**config.mk**
```make
export PLATFORM = sky130hd
export DESIGN_NAME = muldiv_sequencer
export DESIGN_NICKNAME = d
export VERILOG_FILES = /design/src/rtl/muldiv_sequencer.sv
export SDC_FILE = /design/constraint.sdc
export NUM_CORES = 1
export LEC_CHECK = 0
export BUFFER_PORTS_ARGS = -buffer_cell sky130_fd_sc_hd__buf_4
export CORE_ASPECT_RATIO = 1.4
export CORE_UTILIZATION = 43
export CTS_CLUSTER_DIAMETER = 30
export DETAILED_ROUTE_END_ITERATION = 8
export PLACE_DENSITY = 0.58
export SETUP_SLACK_MARGIN = 0.15
export SLEW_MARGIN = 30
export SYNTH_ARGS = -nofsm -noshare
export SYNTH_HDL_FRONTEND = slang
export SYNTH_SLANG_ARGS = --single-unit
```
**constraint.sdc**
```tcl
create_clock -name clk -period 9.1 [get_ports clk]
set_clock_uncertainty 0.15 [all_clocks]
set_input_delay 1.365 -clock clk [delete_from_list [all_inputs] [get_ports clk]]
set_output_delay 1.365 -clock clk [all_outputs]
set_load 0.01 [all_outputs]
```
**src/rtl/muldiv_sequencer.sv**
```systemverilog
// Iterative RV32M multiply/divide engine for the EX stage.
// Shift-add multiply or restoring divide, one bit per cycle over DATA_W cycles.
// Divide by zero and signed overflow bypass the iteration and complete in one cycle.
module muldiv_sequencer #(
    parameter int unsigned DATA_W = 32,
    parameter int unsigned CNT_W  = 6
) (
    input  logic              clk,
    input  logic              rst_n,
    input  logic              start,
    input  logic [2:0]        fn3,
    input  logic [DATA_W-1:0] op_a,
    input  logic [DATA_W-1:0] op_b,
    input  logic              flush,
    output logic              stall,
    output logic              done,
    output logic [DATA_W-1:0] result
);

    localparam int unsigned PROD_W = 2 * DATA_W;
    localparam logic [DATA_W-1:0] MIN_NEG = {1'b1, {(DATA_W-1){1'b0}}};

    typedef enum logic [1:0] {
        S_IDLE = 2'd0,
        S_CALC = 2'd1,
        S_DONE = 2'd2
    } state_t;

    state_t              r_state;
    state_t              w_state_nx;
    logic [2:0]          r_fn3;
    logic [CNT_W-1:0]    r_cnt;
    logic [DATA_W-1:0]   r_hi;      // product high half / partial remainder
    logic [DATA_W-1:0]   r_lo;      // multiplier -> product low half / dividend -> quotient
    logic [DATA_W-1:0]   r_mc;      // multiplicand / divisor magnitude
    logic                r_neg_q;   // product or quotient must be negated
    logic                r_neg_r;   // remainder must be negated
    logic                r_done;
    logic [DATA_W-1:0]   r_result;

    logic                w_accept;
    logic                w_last;
    logic                w_a_signed;
    logic                w_b_signed;
    logic                w_a_neg;
    logic                w_b_neg;
    logic [DATA_W-1:0]   w_mag_a;
    logic [DATA_W-1:0]   w_mag_b;
    logic                w_div_zero;
    logic                w_ovf;
    logic                w_special;
    logic [DATA_W-1:0]   w_special_res;
    logic [DATA_W:0]     w_sum;
    logic [DATA_W:0]     w_shift;
    logic                w_ge;
    logic [DATA_W-1:0]   w_diff;
    logic [DATA_W-1:0]   w_hi_nx;
    logic [DATA_W-1:0]   w_lo_nx;
    logic [PROD_W-1:0]   w_prod;
    logic [PROD_W-1:0]   w_prod_s;
    logic [DATA_W-1:0]   w_quo;
    logic [DATA_W-1:0]   w_rem;
    logic [DATA_W-1:0]   w_final;

    // Operation acceptance, operand signedness and magnitudes
    assign w_accept   = (r_state == S_IDLE) && start && !flush;
    assign w_last     = (r_cnt == CNT_W'(DATA_W - 1));
    assign w_a_signed = (fn3 == 3'b001) || (fn3 == 3'b010) || (fn3 == 3'b100) || (fn3 == 3'b110);
    assign w_b_signed = (fn3 == 3'b001) || (fn3 == 3'b100) || (fn3 == 3'b110);
    assign w_a_neg    = w_a_signed && op_a[DATA_W-1];
    assign w_b_neg    = w_b_signed && op_b[DATA_W-1];
    assign w_mag_a    = w_a_neg ? (DATA_W'(0) - op_a) : op_a;
    assign w_mag_b    = w_b_neg ? (DATA_W'(0) - op_b) : op_b;

    // Divide corner cases resolved without iterating
    assign w_div_zero    = fn3[2] && (op_b == '0);
    assign w_ovf         = fn3[2] && !fn3[0] && (op_a == MIN_NEG) && (op_b == '1);
    assign w_special     = w_div_zero || w_ovf;
    assign w_special_res = w_div_zero ? (fn3[1] ? op_a : '1)
                                      : (fn3[1] ? '0 : MIN_NEG);

    // One shift-add step and one restoring-divide step
    assign w_sum   = {1'b0, r_hi} + (r_lo[0] ? {1'b0, r_mc} : '0);
    assign w_shift = {r_hi, r_lo[DATA_W-1]};
    assign w_ge    = (w_shift >= {1'b0, r_mc});
    assign w_diff  = w_shift[DATA_W-1:0] - r_mc;

    // Select the iteration step for the latched operation
    always_comb begin
        w_hi_nx = w_sum[DATA_W:1];
        w_lo_nx = {w_sum[0], r_lo[DATA_W-1:1]};
        if (r_fn3[2]) begin
            if (w_ge) begin
                w_hi_nx = w_diff;
                w_lo_nx = {r_lo[DATA_W-2:0], 1'b1};
            end else begin
                w_hi_nx = w_shift[DATA_W-1:0];
                w_lo_nx = {r_lo[DATA_W-2:0], 1'b0};
            end
        end
    end

    // Sign fix and result-half selection applied to the final iteration
    assign w_prod   = {w_hi_nx, w_lo_nx};
    assign w_prod_s = r_neg_q ? (PROD_W'(0) - w_prod) : w_prod;
    assign w_quo    = r_neg_q ? (DATA_W'(0) - w_lo_nx) : w_lo_nx;
    assign w_rem    = r_neg_r ? (DATA_W'(0) - w_hi_nx) : w_hi_nx;
    assign w_final  = r_fn3[2] ? (r_fn3[1] ? w_rem : w_quo)
                               : ((r_fn3[1:0] == 2'b00) ? w_prod_s[DATA_W-1:0]
                                                        : w_prod_s[PROD_W-1:DATA_W]);

    // State register
    always_ff @(posedge clk or negedge rst_n) begin
        if (!rst_n) begin
            r_state <= S_IDLE;
        end else begin
            r_state <= w_state_nx;
        end
    end

    // Next-state logic; flush wins over everything
    always_comb begin
        w_state_nx = r_state;
        case (r_state)
            S_IDLE: begin
                if (start && !flush) begin
                    w_state_nx = w_special ? S_DONE : S_CALC;
                end
            end
            S_CALC: begin
                if (flush) begin
                    w_state_nx = S_IDLE;
                end else if (w_last) begin
                    w_state_nx = S_DONE;
                end
            end
            S_DONE:  w_state_nx = S_IDLE;
            default: w_state_nx = S_IDLE;
        endcase
    end

    // Datapath: operand capture, iteration, result and done pulse
    always_ff @(posedge clk or negedge rst_n) begin
        if (!rst_n) begin
            r_fn3    <= '0;
            r_cnt    <= '0;
            r_hi     <= '0;
            r_lo     <= '0;
            r_mc     <= '0;
            r_neg_q  <= 1'b0;
            r_neg_r  <= 1'b0;
            r_done   <= 1'b0;
            r_result <= '0;
        end else begin
            r_done <= 1'b0;
            if (w_accept) begin
                r_fn3   <= fn3;
                r_cnt   <= '0;
                r_neg_q <= w_a_neg ^ w_b_neg;
                r_neg_r <= w_a_neg;
                r_hi    <= '0;
                r_lo    <= fn3[2] ? w_mag_a : w_mag_b;
                r_mc    <= fn3[2] ? w_mag_b : w_mag_a;
                if (w_special) begin
                    r_result <= w_special_res;
                    r_done   <= 1'b1;
                end
            end else if ((r_state == S_CALC) && !flush) begin
                r_hi  <= w_hi_nx;
                r_lo  <= w_lo_nx;
                r_cnt <= r_cnt + 1'b1;
                if (w_last) begin
                    r_result <= w_final;
                    r_done   <= 1'b1;
                end
            end
        end
    end

    assign stall  = w_accept || (r_state == S_CALC);
    assign done   = r_done;
    assign result = r_result;

endmodule

```
==> summary.md <==
| Metric | Value |
|---|---|
| Post-synthesis compound-gate area fraction | 30.7% |
| Crit share post-route | 70.7% |
| Post-synthesis instance area | 16600 sq um |
| Die X | 168 um |
| Synthesis Warnings | 0 |
| Fmax | 155 MHz |
| Sequential cell area fraction in the yosys report | 21.4% |
| Total power | 6.21 mW |
| Pwr Density | 339 nW/um^2 |
| Final hold vios | 0 |
| Placeable Area | 37700 sq um |
| Post-route worst hold slack | 351 ps |
| Instance area at placement | 17700 sq um |
| Detail Placement HPWL | 59300 um |
| Maximum clock path buffer count | 2 |
| Worst setup slack after placement | 2940 ps |
| Cell count after synthesis | 2260 |
| Routed metal-1 wire length | 28600 um |
| Wire length of the first global-routing pass | 112000 um |
| Post-CTS setup buffer count | 0 |
| Type of the most critical hold path | reg -> reg |
| Sort of element at the end of the critical path | register |
| Setup Viol. Count Final | 0 |
| Gpl congestion | 1.02 |
| DRC marker count from the first detailed-route iteration | 1690 |
| Final critical delay including setup and external delays | 6440 ps |
| Overall routing resource usage | 38.6% |
| Hold buffer count at CTS | 0 |
| Setup tns final | 0 ps |
| Critical Path AT | 6570 ps |
| Detailed Routing Iterations Pass 1 | 5 |
| Detail-routed via count per cell | 6.60 |
| Synthesis-stage register bit count | 142 |
| Actual slew at the worst max-slew pin | 1110 ps |
| Worst vdd ir | 0.000175 V |
| Starting density of the core | 43.9% |
| Routed length on met2 | 36700 um |
| Net Count, Synth | 2403 |
| Layout Area Growth over Synthesis | 10.7% |
| ANT cells | 0 |
| Maximum fanout along the worst path | 35 |
| Outcome | completed |
| Synth Area per Inst | 7.33 sq um |
| Post-layout net count | 2434 |
| Top layer used by detailed routing | met5 |
| Worst setup margin | 2660 ps |
| Filler-free cell count of the finished design | 2777 |
| Required time of the critical path | 9230 ps |
| Via count of the first global-routing pass | 17.7k |
| Area fraction in and, or, nand and nor cells after synthesis | 24.9% |
| Initial antenna violation count | 6 |
| I/O pin count | 105 |
| Residual DRC | 0 |
| Synth Area in XOR/XNOR | 9.09% |
| Kind of start point of the critical path | register |
| DRT Wirelength | 75700 um |
| Most instantiated flip-flop cell in the synthesis netlist | sky130_fd_sc_hd__dfrtp_1 |
| Category of the critical setup timing path | reg -> reg |
| Remaining global-route overflow | 0 |
| Num CTS Buffers | 17 |
| Final design utilization | 48.6% |
| Clock tree from TritonCTS | built |
| Proportion of synthesized flip-flops having asynchronous set or reset | 100% |
| Vertical extent of the die | 234 um |
| Clock-pin transition on the worst setup and hold timing paths | 70 ps |
| Count of cell types in the netlist | 95 |
| Count of instances resized after the clock tree is built | 0 |
| Detailed-route wire length per cell | 27.3 um |
| Proportion of synthesized area in mux cells | 3.55% |
| Proportion of layout cells with a drive suffix above 1 | 10.3% |
| LEAKAGE | 7.50 nW |
| Area of the die | 39300 sq um |
| MaxCap Viol Count | 0 |
| Adder and majority gate portion of the synthesized area | 5.53% |
| Largest net degree at the start of global routing | 92 |
| WL met3 | 3810 um |
| Core Rows | 84 |
| Maximum level of the CTS H-tree | 4 |
| Total vias in the final route | 18.3k |
| Final cell area excluding filler cells | 18300 sq um |
| Largest family of logic cells by synthesized area | compound AO/OA/AOI/OAI gates |
| Relative max-transition margin | 24.2% |
| Quantity of I/O buffers inserted on ports | 104 |
| Max Transition Viols Final | 0 |
| Number of flops mapped to enable cells by yosys | 0 |
| Unrepaired setup endpoints after global routing | false |
| Source-to-sink clock delay at the later pin of the worst-skew pair | 470 ps |
| CTS Sinks | 142 |
| Number of nets with antenna violations after routing | 0 |
| Placed Cells | 2744 |
| Cell at the root of the clock tree | sky130_fd_sc_hd__clkbuf_16 |
## area by class of cell
class                   instances  area [sq um]
repair buffers                141          1080
multi-input cells            1917         12300
fillers                      3849         19400
flip-flops and latches        142          3560
clock inverters                13           129
clock buffers                  19           443
inverters                      72           270
well taps                     473           592
## registers in the layout, summed over array words and instances (netlist names)
signal / flops
r_mc: 32
r_neg_q: 1
done: 1
result: 32
r_cnt: 6
r_hi: 32
r_fn3: 3
r_neg_r: 1
r_lo: 32
r_state: 2
## layout by cell type (no fill, tap or decap), drive strengths merged, types with 33 or more instances in the layout
master	n
inv	75
and2	45
a21o	33
a21oi	188
buf	140
o211ai	70
nor3	70
ha	70
xnor2	106
dfrtp	142
nand4	43
nor2	210
nand2	254
o21ai	218
xor2	66
mux2i	52
nand3	46
## critical path, stage by stage, from the launching register on
cell and delay (ps):
sky130_fd_sc_hd__dfrtp_1 320, sky130_fd_sc_hd__buf_4 390, sky130_fd_sc_hd__and2_1 200, sky130_fd_sc_hd__ha_1 180, sky130_fd_sc_hd__inv_1 60, sky130_fd_sc_hd__fa_1 420
sky130_fd_sc_hd__nor2b_1 190, sky130_fd_sc_hd__o2111ai_1 290, sky130_fd_sc_hd__a211oi_1 320, sky130_fd_sc_hd__nor3_1 80, sky130_fd_sc_hd__buf_4 190, sky130_fd_sc_hd__a2111oi_0 950
sky130_fd_sc_hd__nor4b_1 130, sky130_fd_sc_hd__nor3_2 580, sky130_fd_sc_hd__nand3_1 220, sky130_fd_sc_hd__nor4_2 610, sky130_fd_sc_hd__nand3_1 170, sky130_fd_sc_hd__mux2i_1 170
sky130_fd_sc_hd__a31oi_1 630
## logic make-up (layout without fill, tap and decap cells)
kind of cell / count (synthesis) / after routing
xor gates and xnor gates: 172 / 172
AOI/OAI and AO/OA: 778 / 778
adders and majority gates: 72 / 72
DFF: 142 / 142
and+or+nand+nor: 837 / 837
muxes: 58 / 58
buffers and inverters: 201 / 245
## cells in the mapped netlist (28+ instances only)
library cell / n / share of area [%]
sky130_fd_sc_hd__o211ai_1: 70 / 3.2
sky130_fd_sc_hd__dfrtp_1: 142 / 21
sky130_fd_sc_hd__o21ai_0: 209 / 6.3
sky130_fd_sc_hd__xor2_1: 66 / 3.5
sky130_fd_sc_hd__nand4_1: 42 / 1.6
sky130_fd_sc_hd__ha_1: 70 / 5.3
sky130_fd_sc_hd__nor2_1: 209 / 4.7
sky130_fd_sc_hd__a21o_1: 33 / 1.5
sky130_fd_sc_hd__nand3_1: 46 / 1.4
sky130_fd_sc_hd__mux2i_1: 52 / 3.1
sky130_fd_sc_hd__inv_1: 69 / 1.6
sky130_fd_sc_hd__clkbuf_1: 98 / 2.2
sky130_fd_sc_hd__and2_1: 45 / 1.7
sky130_fd_sc_hd__nor3_1: 67 / 2.0
sky130_fd_sc_hd__a21oi_1: 184 / 5.6
sky130_fd_sc_hd__nand2_1: 253 / 5.7
sky130_fd_sc_hd__a31oi_1: 28 / 1.1
sky130_fd_sc_hd__xnor2_1: 106 / 5.6
## layer usage
metal	vias to the layer above	global-route usage, %
li1	8428	-
met1	8857	43.2
met2	792	66.7
met3	237	4.20
met4	2	31.5
met5	-	0
## path summary, 6_finish.rpt
check | startpoint | end | slack (ps) | cells past startpoint
worst min register to register | result[15]$_DFFE_PN0P_ | result[15]$_DFFE_PN0P_ | 350 | 1
worst min-delay path | result[15]$_DFFE_PN0P_ | result[15]$_DFFE_PN0P_ | 350 | 1
worst max register to register | r_lo[0]$_DFFE_PN0P_ | result[31]$_DFFE_PN0P_ | 2660 | 18
min in group asynchronous | rst_n | r_cnt[5]$_DFFE_PN0P_ | 790 | 1
worst max-delay path | r_lo[0]$_DFFE_PN0P_ | result[31]$_DFFE_PN0P_ | 2660 | 18
max in group asynchronous | rst_n | result[29]$_DFFE_PN0P_ | 6620 | 2
## power breakdown
| part | internal (mW) | switching (mW) | total [mW] |
|---|---|---|---|
| Sequential | 0.777 | 0.199 | 0.975 |
| Combinational | 1.49 | 3.02 | 4.51 |
| Clock | 0.388 | 0.336 | 0.725 |
Power figures use the tool's default switching activity.
